**src/rtl/sprite_layer_engine_if.sv**
```systemverilog
// Descriptor write port for sprite_layer_engine: valid/ready handshake carrying slot index and packed descriptor.
interface sprite_layer_engine_if #(
  parameter int SLOT_BITS = 3
);
  logic                 wr_valid;
  logic                 wr_ready;
  logic [SLOT_BITS-1:0] wr_slot;
  logic [31:0]          wr_data;

  modport master (output wr_valid, wr_slot, wr_data, input wr_ready);
  modport slave  (input wr_valid, wr_slot, wr_data, output wr_ready);
endinterface

```
**src/rtl/sprite_layer_engine.sv**
```systemverilog
// Multi-slot sprite hit test with shadow/active descriptor sets and a frame-start commit FSM.
// Optional collision tracking is built when COLLISION_DETECT_EN is defined.
//
// state  | meaning
// IDLE   | accepting descriptor writes; commit on frame_start when dirty
// COMMIT | copying shadow[cnt] -> active[cnt], one slot per cycle; writes stalled
module sprite_layer_engine #(
  parameter int N_SLOTS      = 8,
  parameter int SIZE_X       = 10,
  parameter int SIZE_Y       = 10,
  parameter int SPRITE_W     = 20,
  parameter int SPRITE_H     = 20,
  parameter int OFFSET_BITS  = 6,
  parameter int SIZE_ADDRESS = 14,
  parameter int SLOT_BITS    = 3
) (
  input  logic                    clk,
  input  logic                    reset,
  input  logic                    pixel_en,
  input  logic                    active_area,
  input  logic [SIZE_X-1:0]       pixel_x,
  input  logic [SIZE_Y-1:0]       pixel_y,
  input  logic                    frame_start,
  sprite_layer_engine_if.slave    wr,
  output logic                    sprite_on,
  output logic [SLOT_BITS-1:0]    sprite_slot,
  output logic [SIZE_ADDRESS-1:0] memory_address,
  output logic                    addr_valid,
  output logic                    collision,
  output logic [N_SLOTS-1:0]      collision_mask
);
  typedef enum logic {IDLE, COMMIT} state_t;

  localparam logic [SIZE_X:0] SPR_W_X = (SIZE_X+1)'(SPRITE_W);
  localparam logic [SIZE_Y:0] SPR_H_Y = (SIZE_Y+1)'(SPRITE_H);

  state_t               state;
  logic [SLOT_BITS-1:0] cnt;
  logic                 dirty;

  logic                   sh_en  [N_SLOTS];
  logic [SIZE_X-1:0]      sh_x   [N_SLOTS];
  logic [SIZE_Y-1:0]      sh_y   [N_SLOTS];
  logic [OFFSET_BITS-1:0] sh_off [N_SLOTS];
  logic                   act_en [N_SLOTS];
  logic [SIZE_X-1:0]      act_x  [N_SLOTS];
  logic [SIZE_Y-1:0]      act_y  [N_SLOTS];
  logic [OFFSET_BITS-1:0] act_off[N_SLOTS];

  logic wr_accept;
  logic unused_wr_bits;
  assign wr_accept      = wr.wr_valid && wr.wr_ready && (32'(wr.wr_slot) < 32'(N_SLOTS));
  assign unused_wr_bits = ^wr.wr_data;

  always_ff @(posedge clk) begin
    if (!reset) begin
      state       <= IDLE;
      cnt         <= '0;
      dirty       <= 1'b0;
      wr.wr_ready <= 1'b1;
      for (int s = 0; s < N_SLOTS; s++) begin
        sh_en[s]   <= 1'b0;
        sh_x[s]    <= '0;
        sh_y[s]    <= '0;
        sh_off[s]  <= '0;
        act_en[s]  <= 1'b0;
        act_x[s]   <= '0;
        act_y[s]   <= '0;
        act_off[s] <= '0;
      end
    end else begin
      if (wr_accept) begin
        sh_en[wr.wr_slot]  <= wr.wr_data[31];
        sh_x[wr.wr_slot]   <= SIZE_X'(wr.wr_data[30:21]);
        sh_y[wr.wr_slot]   <= SIZE_Y'(wr.wr_data[20:11]);
        sh_off[wr.wr_slot] <= wr.wr_data[OFFSET_BITS-1:0];
        dirty              <= 1'b1;
      end
      case (state)
        IDLE: begin
          // a write landing on the frame_start edge is already in shadow when the copy begins
          if (frame_start && (dirty || wr_accept)) begin
            state       <= COMMIT;
            cnt         <= '0;
            wr.wr_ready <= 1'b0;
          end
        end
        COMMIT: begin
          act_en[cnt]  <= sh_en[cnt];
          act_x[cnt]   <= sh_x[cnt];
          act_y[cnt]   <= sh_y[cnt];
          act_off[cnt] <= sh_off[cnt];
          if (cnt == SLOT_BITS'(N_SLOTS-1)) begin
            state       <= IDLE;
            dirty       <= 1'b0;
            wr.wr_ready <= 1'b1;
          end else begin
            cnt <= cnt + 1'b1;
          end
        end
        default: state <= IDLE;
      endcase
    end
  end

  logic [N_SLOTS-1:0]   hit;
  logic [SLOT_BITS-1:0] win;
  logic                 any_hit;

  always_comb begin
    hit     = '0;
    win     = '0;
    any_hit = 1'b0;
    for (int s = 0; s < N_SLOTS; s++) begin
      hit[s] = act_en[s] && active_area &&
               (pixel_x >= act_x[s]) && ({1'b0, pixel_x} < {1'b0, act_x[s]} + SPR_W_X) &&
               (pixel_y >= act_y[s]) && ({1'b0, pixel_y} < {1'b0, act_y[s]} + SPR_H_Y);
    end
    for (int s = N_SLOTS-1; s >= 0; s--) begin
      if (hit[s]) begin
        win     = SLOT_BITS'(s);
        any_hit = 1'b1;
      end
    end
  end

  logic                    s1_valid, s1_on;
  logic [SLOT_BITS-1:0]    s1_slot;
  logic [SIZE_X-1:0]       s1_dx;
  logic [SIZE_Y-1:0]       s1_dy;
  logic [OFFSET_BITS-1:0]  s1_off;
  logic                    s2_valid, s2_on;
  logic [SLOT_BITS-1:0]    s2_slot;
  logic [SIZE_ADDRESS-1:0] s2_addr;

  always_ff @(posedge clk) begin
    if (!reset) begin
      s1_valid       <= 1'b0;
      s1_on          <= 1'b0;
      s1_slot        <= '0;
      s1_dx          <= '0;
      s1_dy          <= '0;
      s1_off         <= '0;
      s2_valid       <= 1'b0;
      s2_on          <= 1'b0;
      s2_slot        <= '0;
      s2_addr        <= '0;
      addr_valid     <= 1'b0;
      sprite_on      <= 1'b0;
      sprite_slot    <= '0;
      memory_address <= '0;
    end else begin
      s1_valid <= pixel_en;
      if (pixel_en) begin
        s1_on   <= any_hit;
        s1_slot <= win;
        s1_dx   <= any_hit ? pixel_x - act_x[win] : '0;
        s1_dy   <= any_hit ? pixel_y - act_y[win] : '0;
        s1_off  <= any_hit ? act_off[win] : '0;
      end
      s2_valid <= s1_valid;
      if (s1_valid) begin
        s2_on   <= s1_on;
        s2_slot <= s1_slot;
        s2_addr <= s1_on ? SIZE_ADDRESS'(32'(s1_off) * 32'(SPRITE_W * SPRITE_H) +
                                         32'(s1_dy) * 32'(SPRITE_W) + 32'(s1_dx)) : '0;
      end
      addr_valid <= s2_valid;
      if (s2_valid) begin
        sprite_on      <= s2_on;
        sprite_slot    <= s2_slot;
        memory_address <= s2_addr;
      end
    end
  end

`ifdef COLLISION_DETECT_EN
  logic multi_hit;
  assign multi_hit = |(hit & (hit - N_SLOTS'(1)));

  // a collision on the frame_start edge survives the clear
  always_ff @(posedge clk) begin
    if (!reset) begin
      collision_mask <= '0;
    end else if (pixel_en && multi_hit) begin
      collision_mask <= (frame_start ? '0 : collision_mask) | hit;
    end else if (frame_start) begin
      collision_mask <= '0;
    end
  end
  assign collision = |collision_mask;
`else
  assign collision      = 1'b0;
  assign collision_mask = '0;
`endif
endmodule

```
**src/flat_wrapper.sv**
```systemverilog
// flat-port wrapper written by rule: the top's interface ports become plain ports
module sprite_layer_engine_flat 
#(
  parameter int N_SLOTS      = 8,
  parameter int SIZE_X       = 10,
  parameter int SIZE_Y       = 10,
  parameter int SPRITE_W     = 20,
  parameter int SPRITE_H     = 20,
  parameter int OFFSET_BITS  = 6,
  parameter int SIZE_ADDRESS = 14,
  parameter int SLOT_BITS    = 3
)
  (clk, reset, pixel_en, active_area, pixel_x, pixel_y, frame_start, sprite_on, sprite_slot, memory_address, addr_valid, collision, collision_mask, wr_wr_valid, wr_wr_slot, wr_wr_data, wr_wr_ready);
  sprite_layer_engine_if #(.SLOT_BITS(SLOT_BITS)) wr_i ();
  input  logic clk;
  input  logic reset;
  input  logic pixel_en;
  input  logic active_area;
  input  logic [SIZE_X-1:0] pixel_x;
  input  logic [SIZE_Y-1:0] pixel_y;
  input  logic frame_start;
  output logic sprite_on;
  output logic [SLOT_BITS-1:0] sprite_slot;
  output logic [SIZE_ADDRESS-1:0] memory_address;
  output logic addr_valid;
  output logic collision;
  output logic [N_SLOTS-1:0] collision_mask;
  input wire logic [$bits(wr_i.wr_valid)-1:0] wr_wr_valid;
  input wire logic [$bits(wr_i.wr_slot)-1:0] wr_wr_slot;
  input wire logic [$bits(wr_i.wr_data)-1:0] wr_wr_data;
  output wire logic [$bits(wr_i.wr_ready)-1:0] wr_wr_ready;
  assign wr_i.wr_valid = wr_wr_valid;
  assign wr_i.wr_slot = wr_wr_slot;
  assign wr_i.wr_data = wr_wr_data;
  assign wr_wr_ready = wr_i.wr_ready;
  sprite_layer_engine #(.N_SLOTS(N_SLOTS), .SIZE_X(SIZE_X), .SIZE_Y(SIZE_Y), .SPRITE_W(SPRITE_W), .SPRITE_H(SPRITE_H), .OFFSET_BITS(OFFSET_BITS), .SIZE_ADDRESS(SIZE_ADDRESS), .SLOT_BITS(SLOT_BITS)) u_core (.clk(clk), .reset(reset), .pixel_en(pixel_en), .active_area(active_area), .pixel_x(pixel_x), .pixel_y(pixel_y), .frame_start(frame_start), .wr(wr_i), .sprite_on(sprite_on), .sprite_slot(sprite_slot), .memory_address(memory_address), .addr_valid(addr_valid), .collision(collision), .collision_mask(collision_mask));
endmodule
```
**config.mk**
```make
export PLATFORM = sky130hd
export DESIGN_NAME = sprite_layer_engine_flat
export DESIGN_NICKNAME = d
export VERILOG_FILES = /design/src/rtl/sprite_layer_engine_if.sv /design/src/rtl/sprite_layer_engine.sv /design/src/flat_wrapper.sv
export SDC_FILE = /design/constraint.sdc
export NUM_CORES = 1
export LEC_CHECK = 0
export CAP_MARGIN = 20
export CORE_MARGIN = 10
export CORE_UTILIZATION = 46
export CTS_CLUSTER_SIZE = 10
export DETAILED_ROUTE_END_ITERATION = 12
export PLACE_DENSITY = 0.59
export SLEW_MARGIN = 20
export SYNTH_ARGS = -nofsm -noshare
export SYNTH_HDL_FRONTEND = slang
export SYNTH_SLANG_ARGS = --single-unit
```
**constraint.sdc**
```tcl
create_clock -name clk -period 7 [get_ports clk]
set_input_delay 0.7 -clock clk [delete_from_list [all_inputs] [get_ports clk]]
set_output_delay 0.7 -clock clk [all_outputs]
set_load 0.05 [all_outputs]
```
Yosys cells after proc, flatten, opt, wreduce, memory -nomap -nowiden
Memories as Yosys holds them, arrays and structs flattened. A register that Yosys moved wholly into a read port is not among the register bits.
Index checks and enable logic that the tools add are counted.
- flip-flop bits (word level): 75
- bits in latches: 0
- bits in writable memories: 432
- ROM bits: 0
- bits of input ports: 61
- output and inout port bits: 29
- word-level logic and storage cells: 210
- memories: 8
- $add $sub $neg: 21
- multiply operators: 2
- div/mod/pow operators: 0
- $lt $le $gt $ge: 32
- eq/ne operators: 4
- shift operators: 0
- multiplexer cells: 71
- bitwise operators: 1
- reduce and logical (&&, ||, !) cells: 53
- memories (name ; depth ; width ; rd ports ; clocked after memory_dff ; write ports ; line ; source):
    u_core.act_x ; 8 ; 10 ; 9 ; 0 ; 8 ; sprite_layer_engine.sv:46 ; logic [SIZE_X-1:0] act_x [N_SLOTS];
    u_core.act_y ; 8 ; 10 ; 9 ; 0 ; 8 ; sprite_layer_engine.sv:47 ; logic [SIZE_Y-1:0] act_y [N_SLOTS];
    u_core.sh_x ; 8 ; 10 ; 1 ; 1 ; 8 ; sprite_layer_engine.sv:42 ; logic [SIZE_X-1:0] sh_x [N_SLOTS];
    u_core.sh_y ; 8 ; 10 ; 1 ; 1 ; 8 ; sprite_layer_engine.sv:43 ; logic [SIZE_Y-1:0] sh_y [N_SLOTS];
    u_core.act_off ; 8 ; 6 ; 1 ; 0 ; 8 ; sprite_layer_engine.sv:48 ; logic [OFFSET_BITS-1:0] act_off[N_SLOTS];
    u_core.sh_off ; 8 ; 6 ; 1 ; 1 ; 8 ; sprite_layer_engine.sv:44 ; logic [OFFSET_BITS-1:0] sh_off [N_SLOTS];
    2 more memories ; - ; - ; - ; - ; - ; - ;
- operators with widths (cell ; number):
    $add A10 B5 Y11 const B ; 16
    $lt A10 B11 Y1 ; 16
    $ge A10 B10 Y1 ; 16
    $mux W3 ; 26
    $mux W10 ; 6
    $logic_and A1 B1 Y1 ; 42
    $reduce_or A10 Y1 ; 4
    $mux W1 ; 32
    $sub A10 B10 Y10 ; 2
    $mux W6 ; 3
    $add A14 B10 Y14 ; 1
    $add A14 B14 Y14 ; 1
    $mux W14 ; 1
    $mul A10 B3 Y12 const B ; 1
    $reduce_or A6 Y1 ; 2
    $mul A6 B5 Y10 const B ; 1
    $pmux W3 S2 ; 1
    $ne A2 B2 Y1 const B ; 2
    $pmux W1 S2 ; 2
    $reduce_and A2 Y1 ; 2
    $add A3 B1 Y3 const B ; 1
    $eq A3 B3 Y1 const B ; 1
    $ne A2 B1 Y1 const B ; 1
    $reduce_or A1 Y1 ; 2
    2 further kinds ; 2

Longest topological paths before layout
An unclocked memory read counts as a cell.
- depth after elaboration: 17
- depth in mapped cells: 32
- mapped depth without buffers: 29

Least setup slack after synthesis
No wires, ideal clock.
- kind: reg2reg
- start point: memory u_core.act_y[4][2]
- end point: register u_core.s1_dy[9]
- setup time: 80 ps
- arrival time: 5686 ps
- required time: 6920 ps
- path slack: 1235 ps
- cell stages (with the launch flop): 28
- path buffers: 3
- period minus slack after synthesis: 5765 ps
- cells stage by stage: edfxtp_1 > ha_1 > o21ai_0 > xnor2_1 > ha_1 > a21oi_1 > nor2_1 > a2111oi_0 > a21oi_1 > or4b_4 > o211a_2 > o21ai_2 > buf_4 > buf_2 > clkbuf_1 > a21oi_1 > ha_1 > nor2b_1 > o21ai_0 > a21boi_0 > o21ai_0 > a21o_1 > and4_1 > or3_1 > or3_1 > a21oi_1 > a211oi_1 > o211ai_1
- RTL lines (what ; line ; source):
    start: declaration ; sprite_layer_engine.sv:47 ;
    end signal: assignment ; sprite_layer_engine.sv:158 ; s1_dy <= any_hit ? pixel_y - act_y[win] : '0;
    end: declaration ; sprite_layer_engine.sv:130 ; logic [SIZE_Y-1:0] s1_dy;

==> summary.md <==
| Metric | Value |
|---|---|
| LEAKAGE | approximately 15 nW |
| Number of remaining DRC errors | 0 |
| Clock Power Share | 0.390 |
| Peak fanout along the critical path | 17 |
| Core Area | 70,100 sq um |
| Worst-Margin Slew | 1.05 ns |
| Worst Skew | 0.0286 ns |
| Grt ovf | 0 |
| Hold path startpoint | u_core.sh_en[7]$_DFF_P_ |
| Max VDD drop | approximately 0.21 mV |
| Hold_buf cts | 0 |
| Status | complete, no violations |
| Die area | between 80,000 and 90,000 sq um |
| Critical Path Source | u_core.act_y[4][2]$_SDFFCE_PN0P_ |
| RSZ-0062 raised after global routing | no |
| # resized after CTS | 0 |
| Die Height | roughly 290 microns |
| DRT iter0 DRCs | between 1,000 and 1,500 |
| Comb power frac | 0.138 |
| Top-count cell post-synth | edfxtp_1 |
| Overall Power | 7.33 mW |
| Syn-to-layout area delta | 13.8% |
| Count of final setup violators | 0 |
| Pwr dens | a little under 200 nW/um^2 |
| Tmin final | 6.51 ns |
| Setup Fix Bufs, Post-CTS | 0 |
| Die Width | approximately 290 microns |
| Post-detail-place hpwl | between 60,000 and 70,000 microns |
| Synth unique cells | 83 |
| Max Fclk | 0.154 GHz |
| CP endpoint kind | flip-flop |
| TNS Setup | 0 ns |
| Routability cong. | approximately 0.92 |
| CTS sink cnt | 510 |
| Ys flop type | edfxtp_1 |
| Number of global-route vias before repair | around 24,000 |
| First-pass GRT wire length | roughly 140,000 microns |
| Non-filler instance count after layout | between 4,000 and 5,000 |
| Max_cap viols | 0 |
| CTS tree | yes |
| Synthesized flop and latch total | 510 |
| Switching share of power | 0.258 |
| Reg clk slew, reported paths | approximately 0.060 ns |
| Internal Power | about 5.4 mW |
| Cts bufs inserted | 60 |
| Initial Util | 0.464 |
| Routed WL per cell | around 21 microns |
| Mapped Cells | roughly 3,000 |
| WP data arrival | 7.03 ns |
| PnR worst setup slack | 0.488 ns |
| Max-slew headroom | 0.283 |
| Sequential area share after synthesis | 0.441 |
| ANT nets after route | 0 |
| Hold_ws | roughly 0.47 ns |
| Worst Path Required | between 7 and 8 ns |
| Row count | 97 |
| Yosys top cell area share | 0.384 |
| Worst Setup Start Kind | flip-flop |
| Inst Count DP | slightly above 4,000 |
| Critical path type | reg -> reg |
| Crit-path most repeated cell | a21oi_1 |
| CTS Root Buffer Type | clkbuf_16 |
| Synth area leader | edfxtp_1 |
| Worst reg2reg path startpoint | u_core.act_y[4][2]$_SDFFCE_PN0P_ |
| Vias per cell | 5.60 |
| PortBufs | 75 |
| CP Buf/Inv Count | 0 |
| Synth warnings | 0 |
| Layout cells sized above 1 | 0.0986 |
| GR Util All Layers | 0.212 |
| Fill count | 6,249 |
| Switch Pwr | between 1.5 and 2 mW |
| Final #Nets | roughly 3,600 |
| Worst path max stage delay | between 0.5 and 0.6 ns |
| Pre-antenna DRT Iters | 5 |
| Avg Inst Size Synth | approximately 11 sq um |
| Ranking of synthesized cells by area | edfxtp_1 38%, ha_1 14%, dfxtp_1 5.8% |
| Final period utilization | 0.930 |
| Fin. Hold Viols | 0 |
| Post-Place Setup Slack | 0.156 ns |
| I/O pin cnt | 90 |
| Via count | between 20,000 and 25,000 |
| Synth top cells by count | 416 x edfxtp_1, 375 x ha_1, 302 x nor2_1, 231 x inv_1, 226 x and2_1 |
| Path type of the worst min-delay path | reg -> reg |
| Worst skew pair latency | ~0.63 ns |
| Largest net degree at the start of global routing | 64 |
| Post-Route WL | between 80,000 and 90,000 microns |
| Slowest CP cell | or4b_4 |
| Async SR Flop Fraction | 0 |
| CP top delay family | compound AO/OA/AOI/OAI gates |
| EDFF count, synth | 416 |
| Initial antenna violation count | 2 |
| Htree depth | 2 |
| Bufs on Longest Clock Path | 3 |
| Post-Syn Area | between 30,000 and 40,000 sq um |
| Flop pwr share | 0.471 |
| Max Slew Vio Count | 0 |
stage by stage:
step | instance area, sq um | utilization
6_report | 37000 | 0.528
5_1_grt | 37000 | 0.528
4_1_cts | 37000 | 0.528
3_5_place_dp | 35300 | 0.503
3_3_place_gp | 35300 | 0.502
2_1_floorplan | 32600 | -
flip-flops by register name, summed over array words and instances (netlist names), 3 cells and up, named ones only:
| register | flops |
|---|---|
| u_core.sh_x | 80 |
| u_core.act_off | 48 |
| u_core.sh_y | 80 |
| u_core.sh_off | 48 |
| u_core.s1_off | 6 |
| u_core.memory_address | 14 |
| u_core.s1_dx | 10 |
| u_core.sprite_slot | 3 |
| u_core.s2_addr | 14 |
| u_core.cnt | 3 |
| u_core.act_en | 8 |
| u_core.act_x | 80 |
| u_core.act_y | 80 |
| u_core.s2_slot | 3 |
| u_core.s1_slot | 3 |
| u_core.sh_en | 8 |
| u_core.s1_dy | 10 |
cells by family (layout without fill, tap and decap cells):
| logic type | Yosys count | in the layout | share of synthesized area |
|---|---|---|---|
| AO/OA/AOI/OAI | 560 | 560 | 0.114 |
| XOR/XNOR | 135 | 135 | 0.0363 |
| adder cells (fa/ha/maj) | 386 | 386 | 0.151 |
| buffers and inverters | 352 | 566 | 0.0445 |
| flip-flops | 510 | 510 | 0.441 |
| multiplexers | 172 | 172 | 0.0740 |
| other | 1 | 10 | 0.000115 |
| AND/OR/NAND/NOR | 887 | 887 | 0.139 |
final cells by class:
cell class                      count  area [sq um]  share of cell area
Antenna cell                        1          2.50           0.0000676
Clock buffer                      101          1700              0.0458
Clock inverter                      8          78.8             0.00213
Inverter                          232           871              0.0235
Multi-Input combinational cell   2149         16800               0.455
Sequential cell                   510         14400               0.388
Tap cell                          940          1180              0.0318
Timing Repair Buffer              225          2000              0.0540
layer usage:
metal,part of all wire,GRT usage
met1,0.43,0.264
met5,0.00015,0
met3,0.044,0.0266
met4,0.035,0.0783
met2,0.49,0.370
path summary, 6_finish.rpt:
kind	endpoint	slack, ns	depth (start not counted)
min reg2reg	u_core.sh_en[7]$_DFF_P_	0.47	2
min	u_core.sh_en[7]$_DFF_P_	0.47	2
max reg2reg	u_core.s1_dx[9]$_SDFFE_PN0P_	0.49	27
max	u_core.s1_dx[9]$_SDFFE_PN0P_	0.49	27
power by group through the flow:
stage	clock [mW]	combinational (mW)	sequential [mW]
4_1_cts	2.93	1.02	3.46
2_1_floorplan	0	0.614	3.49
3_3_place_gp	0	0.980	3.51
3_5_place_dp	0	1.01	3.52
5_1_grt	3.05	1.12	3.47
6_report	2.86	1.01	3.46
cell usage in the layout, fill, tap and decap left out, types with 91 or more instances in the layout:
master / count
buf_4: 141
o21ai_0: 95
edfxtp_1: 416
inv_1: 231
and2_1: 226
nand2_1: 101
a21oi_1: 145
ha_1: 375
dfxtp_1: 91
xnor2_1: 107
nor2_1: 296
mux2i_1: 105
worst register-to-register path: stages (launching register included):
cell	delay (ns)
edfxtp_1	0.48
ha_1	0.30
o21ai_0	0.21
xnor2_1	0.15
ha_1	0.26
a21oi_1	0.16
nor2_1	0.06
a2111oi_0	0.37
a21oi_1	0.16
or4b_4	0.57
o211a_2	0.20
o21ai_4	0.47
nor2_1	0.11
a211oi_1	0.23
a21oi_1	0.07
a21oi_1	0.32
ha_1	0.30
nor2b_1	0.13
o21ai_0	0.21
a21boi_0	0.17
o21ai_0	0.18
nand2b_1	0.10
a31o_2	0.26
a21o_1	0.18
a21o_1	0.18
xor2_1	0.21
xnor2_1	0.11
a32o_1	0.26
Power figures use the tool's default switching activity.
